**config.mk**
```make
export PLATFORM = sky130hd
export DESIGN_NAME = fifo_wr_arbiter
export DESIGN_NICKNAME = d
export VERILOG_FILES = /design/src/rtl/fifo_wr_arbiter.sv
export SDC_FILE = /design/constraint.sdc
export NUM_CORES = 1
export LEC_CHECK = 0
export ABC_AREA = 1
export CORE_MARGIN = 2
export CORE_UTILIZATION = 43
export CTS_CLUSTER_SIZE = 28
export DETAILED_ROUTE_END_ITERATION = 10
export GPL_TIMING_DRIVEN = 0
export PLACE_DENSITY = 0.84
export SLEW_MARGIN = 20
export SYNTH_ARGS = -nofsm -noshare
export SYNTH_HDL_FRONTEND = slang
export SYNTH_SLANG_ARGS = --single-unit
```
**constraint.sdc**
```tcl
create_clock -name clk -period 3.5 [get_ports clk]
set_input_delay 0.7 -clock clk [delete_from_list [all_inputs] [get_ports clk]]
set_output_delay 0.7 -clock clk [all_outputs]
set_load 0.03 [all_outputs]
```
**src/rtl/fifo_wr_arbiter.sv**
```systemverilog
// Round-robin packet arbiter feeding one FIFO write port: a grant is held for a
// whole packet (until last, or a forced release at MAX_BEATS) and stalls on true full.
module fifo_wr_arbiter #(
  parameter int NUM_REQ    = 4,
  parameter int DATA_WIDTH = 8,
  parameter int MAX_BEATS  = 64
) (
  input  logic                          clk,
  input  logic                          rst_n,
  input  logic [NUM_REQ-1:0]            req_valid,
  input  logic [NUM_REQ*DATA_WIDTH-1:0] req_data,
  input  logic [NUM_REQ-1:0]            req_last,
  output logic [NUM_REQ-1:0]            req_ready,
  input  logic                          fifo_full,
  input  logic                          fifo_prog_full,
  output logic                          wr_en,
  output logic [DATA_WIDTH-1:0]         wr_data,
  output logic [2:0]                    grant_idx,
  output logic                          busy,
  output logic                          len_err
);

  localparam int IDX_W = (NUM_REQ > 1) ? $clog2(NUM_REQ) : 1;
  localparam int CNT_W = $clog2(MAX_BEATS) + 1;

  typedef enum logic {IDLE, BURST} state_t;

  state_t           state, state_nxt;
  logic [2:0]       rr_ptr, rr_ptr_nxt, grant_nxt;
  logic [CNT_W-1:0] beat_cnt, beat_cnt_nxt;
  logic             len_err_nxt;
  logic [IDX_W-1:0] g, sel_idx, scan_idx;
  logic             beat;

  assign g = grant_idx[IDX_W-1:0];

  // Scan from rr_ptr upward; iterating downward lets the nearest valid win.
  always_comb begin
    sel_idx  = '0;
    scan_idx = '0;
    for (int i = NUM_REQ - 1; i >= 0; i--) begin
      scan_idx = IDX_W'((int'(rr_ptr) + i) % NUM_REQ);
      if (req_valid[scan_idx]) sel_idx = scan_idx;
    end
  end

  always_comb begin
    state_nxt    = state;
    grant_nxt    = grant_idx;
    rr_ptr_nxt   = rr_ptr;
    beat_cnt_nxt = beat_cnt;
    len_err_nxt  = len_err;
    req_ready    = '0;
    beat         = 1'b0;
    wr_data      = req_data[int'(g)*DATA_WIDTH +: DATA_WIDTH];
    busy         = (state == BURST);

    case (state)
      IDLE: begin
        if (!fifo_prog_full && (|req_valid)) begin
          state_nxt    = BURST;
          grant_nxt    = 3'(sel_idx);
          beat_cnt_nxt = '0;
        end
      end
      BURST: begin
        req_ready[g] = ~fifo_full;
        beat         = req_valid[g] & ~fifo_full;
        if (beat) begin
          if (req_last[g] || (beat_cnt == CNT_W'(MAX_BEATS - 1))) begin
            state_nxt  = IDLE;
            rr_ptr_nxt = (grant_idx == 3'(NUM_REQ - 1)) ? 3'd0 : grant_idx + 3'd1;
            if (!req_last[g]) len_err_nxt = 1'b1;
          end else begin
            beat_cnt_nxt = beat_cnt + CNT_W'(1);
          end
        end
      end
      default: state_nxt = IDLE;
    endcase

    // Reset blocks handshakes immediately, before the edge that clears state.
    if (!rst_n) begin
      req_ready = '0;
      beat      = 1'b0;
    end
    wr_en = beat;
  end

  always_ff @(posedge clk) begin
    if (!rst_n) begin
      state     <= IDLE;
      grant_idx <= '0;
      rr_ptr    <= '0;
      beat_cnt  <= '0;
      len_err   <= 1'b0;
    end else begin
      state     <= state_nxt;
      grant_idx <= grant_nxt;
      rr_ptr    <= rr_ptr_nxt;
      beat_cnt  <= beat_cnt_nxt;
      len_err   <= len_err_nxt;
    end
  end

endmodule

```
==> run_results.csv, run 1 <==
group,metric,value,unit
route,drtIter0Drc,55,
synthesis,ys_types,27,
cells_and_area,final_util,0.687,
cells_and_area,final_area,0.00189,sq mm
critical_path,r2r-start,"grant_idx[0]",
critical_path,cp.required,2800,ps
synthesis,synthCells,211,
timing,min_period_over_period,0.895,
floorplan,rows,19,
placement,pre_cts_ws,392,ps
pwr,clockPowerShare,0.190,
placement,place_congestion,0.897,
clock_network,clkSlewWorstSetupHoldPaths,90,ps
route,drtAntennaViolNets,0,
cells_and_area,final_net_count,324,
timing,clock_skew,10.3,ps
cells_and_area,nFillCells,257,
timing,max_slew_margin,0.662,
clock_network,post_cts_buffers,0,
floorplan,die_h,57.7,microns
global_routing,grt_max_degree,12,
cells_and_area,final_common_cell,"clkdlybuf4s50_1",
global_routing,grt.total_usage,0.236,
cells_and_area,post_route_cells_drive_above_1_share,0.0766,
pwr,pwr-share-seq,0.316,
cells_and_area,layout_common_cells,"59 x clkdlybuf4s50_1, 56 x nand2_1, 29 x nor2_1, 19 x inv_1, 17 x o21ai_0",
critical_path,crit_path_end,"req_ready[0]",
cells_and_area,n_antenna_cell,0,
synthesis,ys_seq_area_frac,0.210,
clock_network,cts_buffers,3,
global_routing,grt_pass1_wl,6.16,mm
timing,min_period,3130,ps
route,drt-total-wl,3.80,mm
clock_network,cts.sinks,13,
route,via_count,1554,
clock_network,cts.hold.buffers_added,0,
timing,rsz0062_at_grt,"no",
synthesis,ys_ff_latch,13,
synthesis,syn_nets,260,
timing,worst_pin_slew,507,ps
clock_network,htree_levels,1,
pwr,p_sw,0.000195,W
floorplan,core,0.00276,sq mm
clock_network,clk_latency,290,ps
synthesis,yosys_warnings,0,
critical_path,worstReg2RegEnd,"rr_ptr[1]",
pwr,ir_worst_vdd,315,uV
timing,maxSlewViolCount,0,
critical_path,crit_arrival,2430,ps
clock_network,cts_resized,0,
pwr,power.internal,0.000312,W
timing,max_freq,319,MHz
placement,port_buffers,59,
global_routing,globalRouteOverflowTotal,0,
pwr,p_per_area,268,mW/mm^2
route,firstDrtPassIters,4,
critical_path,crit_path_max_fanout,11,
route,avgRoutedWirePerCell,12.4,microns
clock_network,cts-root-buf,"clkbuf_4",
global_routing,grt_pass1_vias,1304,
run_status,status,"complete, no violations",
route,viasPerCell,5.10,
floorplan,initial_utilization,0.449,
timing,worst_slack,368,ps
timing,tns,0,ps
cells_and_area,area_delta_synth_final,52.9,%
floorplan,die_area,0.00333,sq mm
pwr,p_sw_frac,0.384,
pwr,comb_power_share,0.494,
flow_run,cap_violations,0,
pwr,p_leak,0.800,nW
route,route.detailed.drc,0,
clock_network,cts_tree,"built",
hold_path,hold_path.class,"flip-flop to flip-flop",
global_routing,antenna_found_initial,0,
critical_path,path_class,"flip-flop to output pin",
synthesis,avgSynthCellArea,5.87,sq um
critical_path,reg2regPathDepth,6,
critical_path,crit_start,"grant_idx[0]",
placement,hpwl,2.98,mm
critical_path,end_kind,"output pin",
floorplan,io_pins,62,
floorplan,die_x,57.7,microns
critical_path,r2r_setup_slack,1770,ps
clock_network,clock_path_buffers,2,
placement,post_dp_cell_area,0.00187,sq mm
synthesis,synth_area,0.00124,sq mm
critical_path,startpoint_type,"flip-flop",
timing,timing.hold.ws,452,ps
timing,setup_viol,0,
timing,hold_violations,0,
[kinds of logic after synthesis]
kind of cell               Yosys count  synth area share
DFF                                 13             0.210
adders and majority gates            5            0.0505
AOI/OAI and AO/OA                   45             0.211
buffers and inverters               32             0.112
xor gates and xnor gates             4            0.0283
other                                1           0.00303
and+or+nand+nor                    111             0.385
[worst max-delay path, cell delays in order, from the launching register on]
cell	delay (ps)
dfxtp_1	420
inv_2	110
buf_6	140
clkbuf_1	410
ha_1	230
nand2_1	50
nor2_1	110
clkdlybuf4s50_1	680
[how the worst min path moves through the flow]
stage,startpoint,end,slack (ps),cells after the start
final,len_err,len_err,450,2
after global routing,len_err,len_err,470,2
after CTS,len_err,len_err,450,2
after detailed placement,len_err,len_err,440,2
after global placement,len_err,len_err,440,2
after floorplan,beat_cnt[1],beat_cnt[1],460,2
[sequential cells by signal, indices dropped and copies added, names as in the netlist]
name and flops:
grant_idx 2, busy 1, rr_ptr 2, len_err 1, beat_cnt 7
[routing by layer]
metal / vias to the layer above / wire length, microns / global-route usage
met5: - / 0 / 0
met4: 0 / 64 / 0.0698
met3: 9 / 258 / 0.0603
met2: 60 / 1700 / 0.373
met1: 670 / 1770 / 0.317
li1: 815 / - / -
[per-stage QoR]
| stage | cells | total power (W) |
|---|---|---|
| final | 305 | 0.000507 |
| after global routing | 305 | 0.000540 |
| after CTS | 305 | 0.000511 |
| after detailed placement | 301 | 0.000414 |
| after global placement | 301 | 0.000413 |
| after floorplan | 211 | 0.000305 |
[area by class of cell]
type | count | area, sq um | area share
buffer | 9 | 52.6 | 0.0277
clock buffer | 4 | 26.3 | 0.0139
inverter | 23 | 86.3 | 0.0456
multi-input combinational | 166 | 840 | 0.443
sequential | 13 | 260 | 0.137
tap | 31 | 38.8 | 0.0205
timing repair buffer | 59 | 591 | 0.312
[cell usage after synthesis]
library cell | number | area [sq um]
nand2_1 | 56 | 210
nor2_1 | 29 | 109
inv_1 | 19 | 71.3
o21ai_0 | 17 | 85.1
nand3_1 | 14 | 70.1
dfxtp_1 | 13 | 260
a21oi_1 | 12 | 60.1
o22ai_1 | 9 | 56.3
ha_1 | 5 | 62.6
nand2_2 | 4 | 25.0
nand4_1 | 4 | 25.0
xor2_1 | 4 | 35.0
buf_2 | 3 | 15.0
clkbuf_1 | 3 | 11.3
inv_2 | 3 | 11.3
buf_4 | 2 | 15.0
nand2_4 | 2 | 22.5
o211ai_1 | 2 | 15.0
o21ai_1 | 2 | 10.0
a31oi_1 | 1 | 6.26
buf_6 | 1 | 11.3
clkinv_1 | 1 | 3.75
conb_1 | 1 | 3.75
nand3_2 | 1 | 10.0
nor3_1 | 1 | 5.00
o211ai_2 | 1 | 12.5
o21ai_4 | 1 | 16.3
[power by group through the flow]
stage,clock network [W],registers [W],logic (W)
3_3_place_gp,0,0.000164,0.000250
6_report,0.0000961,0.000160,0.000251
3_5_place_dp,0,0.000164,0.000250
2_1_floorplan,0,0.000168,0.000137
4_1_cts,0.0000994,0.000160,0.000251
5_1_grt,0.000105,0.000161,0.000273
(Power assumes the default switching activity.)
==> inputs of run 2 (changes only) <==
CORE_UTILIZATION = 36   (was 43)
PLACE_DENSITY = 0.75   (was 0.84)
clock period = 2.7 ns   (was 3.5 ns; I/O delays follow)
==> run 2 against run 1 <==
Net effect: non-clock buffer count fell by 1; critical path depth rose by 1; combinational power rose by 25%; cell area rose by 1.6%.
==> run_results.csv, run 2 (synthesis gave the netlist of run 1 again) <==
group,metric,value,unit
run_status,status,"complete, no violations",
critical_path,crit_arrival,1930,ps
critical_path,r2r_setup_slack,1090,ps
timing,tns,0,ps
pwr,p_sw,0.000259,W
critical_path,cp.required,2160,ps
placement,port_buffers,59,
global_routing,grt_max_degree,21,
route,route.detailed.drc,0,
cells_and_area,area_delta_synth_final,55.4,%
floorplan,die_h,62.7,microns
global_routing,grt.total_usage,0.208,
route,viasPerCell,4.83,
clock_network,cts.hold.buffers_added,0,
clock_network,cts_tree,"built",
timing,max_freq,405,MHz
global_routing,antenna_found_initial,0,
cells_and_area,layout_common_cells,"56 x nand2_1, 46 x clkdlybuf4s50_1, 28 x nor2_1, 19 x inv_1, 17 x o21ai_0",
critical_path,reg2regPathDepth,8,
pwr,power.internal,0.000395,W
hold_path,hold_path.class,"flip-flop to flip-flop",
clock_network,cts-root-buf,"clkbuf_4",
timing,min_period,2470,ps
clock_network,cts.sinks,13,
cells_and_area,final_common_cell,"nand2_1",
critical_path,end_kind,"output pin",
clock_network,cts_buffers,3,
route,drtIter0Drc,65,
pwr,comb_power_share,0.481,
clock_network,clock_path_buffers,2,
clock_network,htree_levels,1,
timing,rsz0062_at_grt,"no",
critical_path,path_class,"input pin to output pin",
clock_network,clk_latency,290,ps
floorplan,initial_utilization,0.374,
timing,min_period_over_period,0.914,
route,firstDrtPassIters,4,
floorplan,core,0.00331,sq mm
cells_and_area,post_route_cells_drive_above_1_share,0.0879,
pwr,pwr-share-seq,0.319,
global_routing,grt_pass1_vias,1366,
global_routing,grt_pass1_wl,6.65,mm
cells_and_area,final_net_count,323,
route,drt-total-wl,3.97,mm
timing,worst_slack,233,ps
floorplan,die_area,0.00393,sq mm
global_routing,globalRouteOverflowTotal,0,
timing,hold_violations,0,
pwr,clockPowerShare,0.200,
floorplan,io_pins,62,
placement,hpwl,3.10,mm
timing,maxSlewViolCount,0,
pwr,p_leak,0.916,nW
critical_path,r2r-start,"beat_cnt[0]",
cells_and_area,n_antenna_cell,0,
flow_run,cap_violations,0,
critical_path,worstReg2RegEnd,"rr_ptr[1]",
route,via_count,1542,
critical_path,crit_path_max_fanout,4,
floorplan,die_x,62.7,microns
pwr,power.total,0.000654,W
cells_and_area,reg_top3,"beat_cnt x7, grant_idx x2, rr_ptr x2",
timing,setup_viol,0,
hold_path,min_from,"len_err",
route,avgRoutedWirePerCell,12.4,microns
clock_network,post_cts_buffers,0,
floorplan,rows,21,
cells_and_area,final_util,0.581,
route,drtAntennaViolNets,0,
cells_and_area,largest-register,"beat_cnt",
pwr,p_per_area,340,mW/mm^2
clock_network,clkSlewWorstSetupHoldPaths,90,ps
timing,clock_skew,2.33,ps
hold_path,hold_end,"len_err",
critical_path,startpoint_type,"input pin",
placement,pre_cts_ws,-74.4,ps
timing,timing.hold.ws,452,ps
placement,place_congestion,0.830,
pwr,p_sw_frac,0.396,
hold_path,min_path_cells,2,
pwr,ir_worst_vdd,199,uV
cells_and_area,largest_reg_flops,7,
## run 2: cell type report
cell class / count / area [sq um]
sequential: 13 / 262
fill: 341 / 1390
multi-input combinational: 166 / 842
inverter: 23 / 86.3
clock buffer: 4 / 26.3
buffer: 8 / 50.0
tap: 46 / 57.6
timing repair buffer: 59 / 601
## run 2: layer usage
metal  GRT usage  wire (microns)  vias up
met4      0.0667              78        0
met2       0.335            1770       47
met3      0.0360             175        9
met5           0               0        -
met1       0.282            1940      674
li1            -               -      812
## run 2: worst max path at each step
| stage | from | endpoint | cells after the start |
|---|---|---|---|
| 2_1_floorplan | grant_idx[0] | wr_data[3] | 4 |
| 3_3_place_gp | req_valid[1] | wr_en | 8 |
| 3_5_place_dp | req_valid[1] | wr_en | 8 |
| 4_1_cts | fifo_full | req_ready[2] | 5 |
| 5_1_grt | req_valid[1] | wr_en | 8 |
| 6_report | req_valid[1] | wr_en | 8 |
## run 2: power groups by stage
| stage | Sequential, W | Clock (W) | Combinational (W) |
|---|---|---|---|
| global placement | 0.000212 | 0 | 0.000324 |
| finish | 0.000208 | 0.000131 | 0.000315 |
| CTS | 0.000208 | 0.000135 | 0.000316 |
| detailed placement | 0.000212 | 0 | 0.000326 |
| global route | 0.000209 | 0.000144 | 0.000345 |
| floorplan | 0.000218 | 0 | 0.000178 |
## run 2: timing repair
action | CTS | global route
pin swaps | 0 | 0
gates resized for setup | 8 | 8
endpoints found under the setup margin | 11 | 7
hold endpoints to repair | 0 | 0
## run 2: metrics by stage
stage                     area (sq um)  std cells
final                             1920        319
after global routing              1920        319
after CTS                         1900        319
after detailed placement          1890        316
after global placement            1890        316
after floorplan                   1240        211
## run 2: worst max-delay path: stages
cell	delay (ps)
clkdlybuf4s50_1	450
inv_1	70
nand2_1	60
o211ai_1	90
nand2_2	130
nand2_2	90
nor2_1	90
dlygate4sd2_1	410
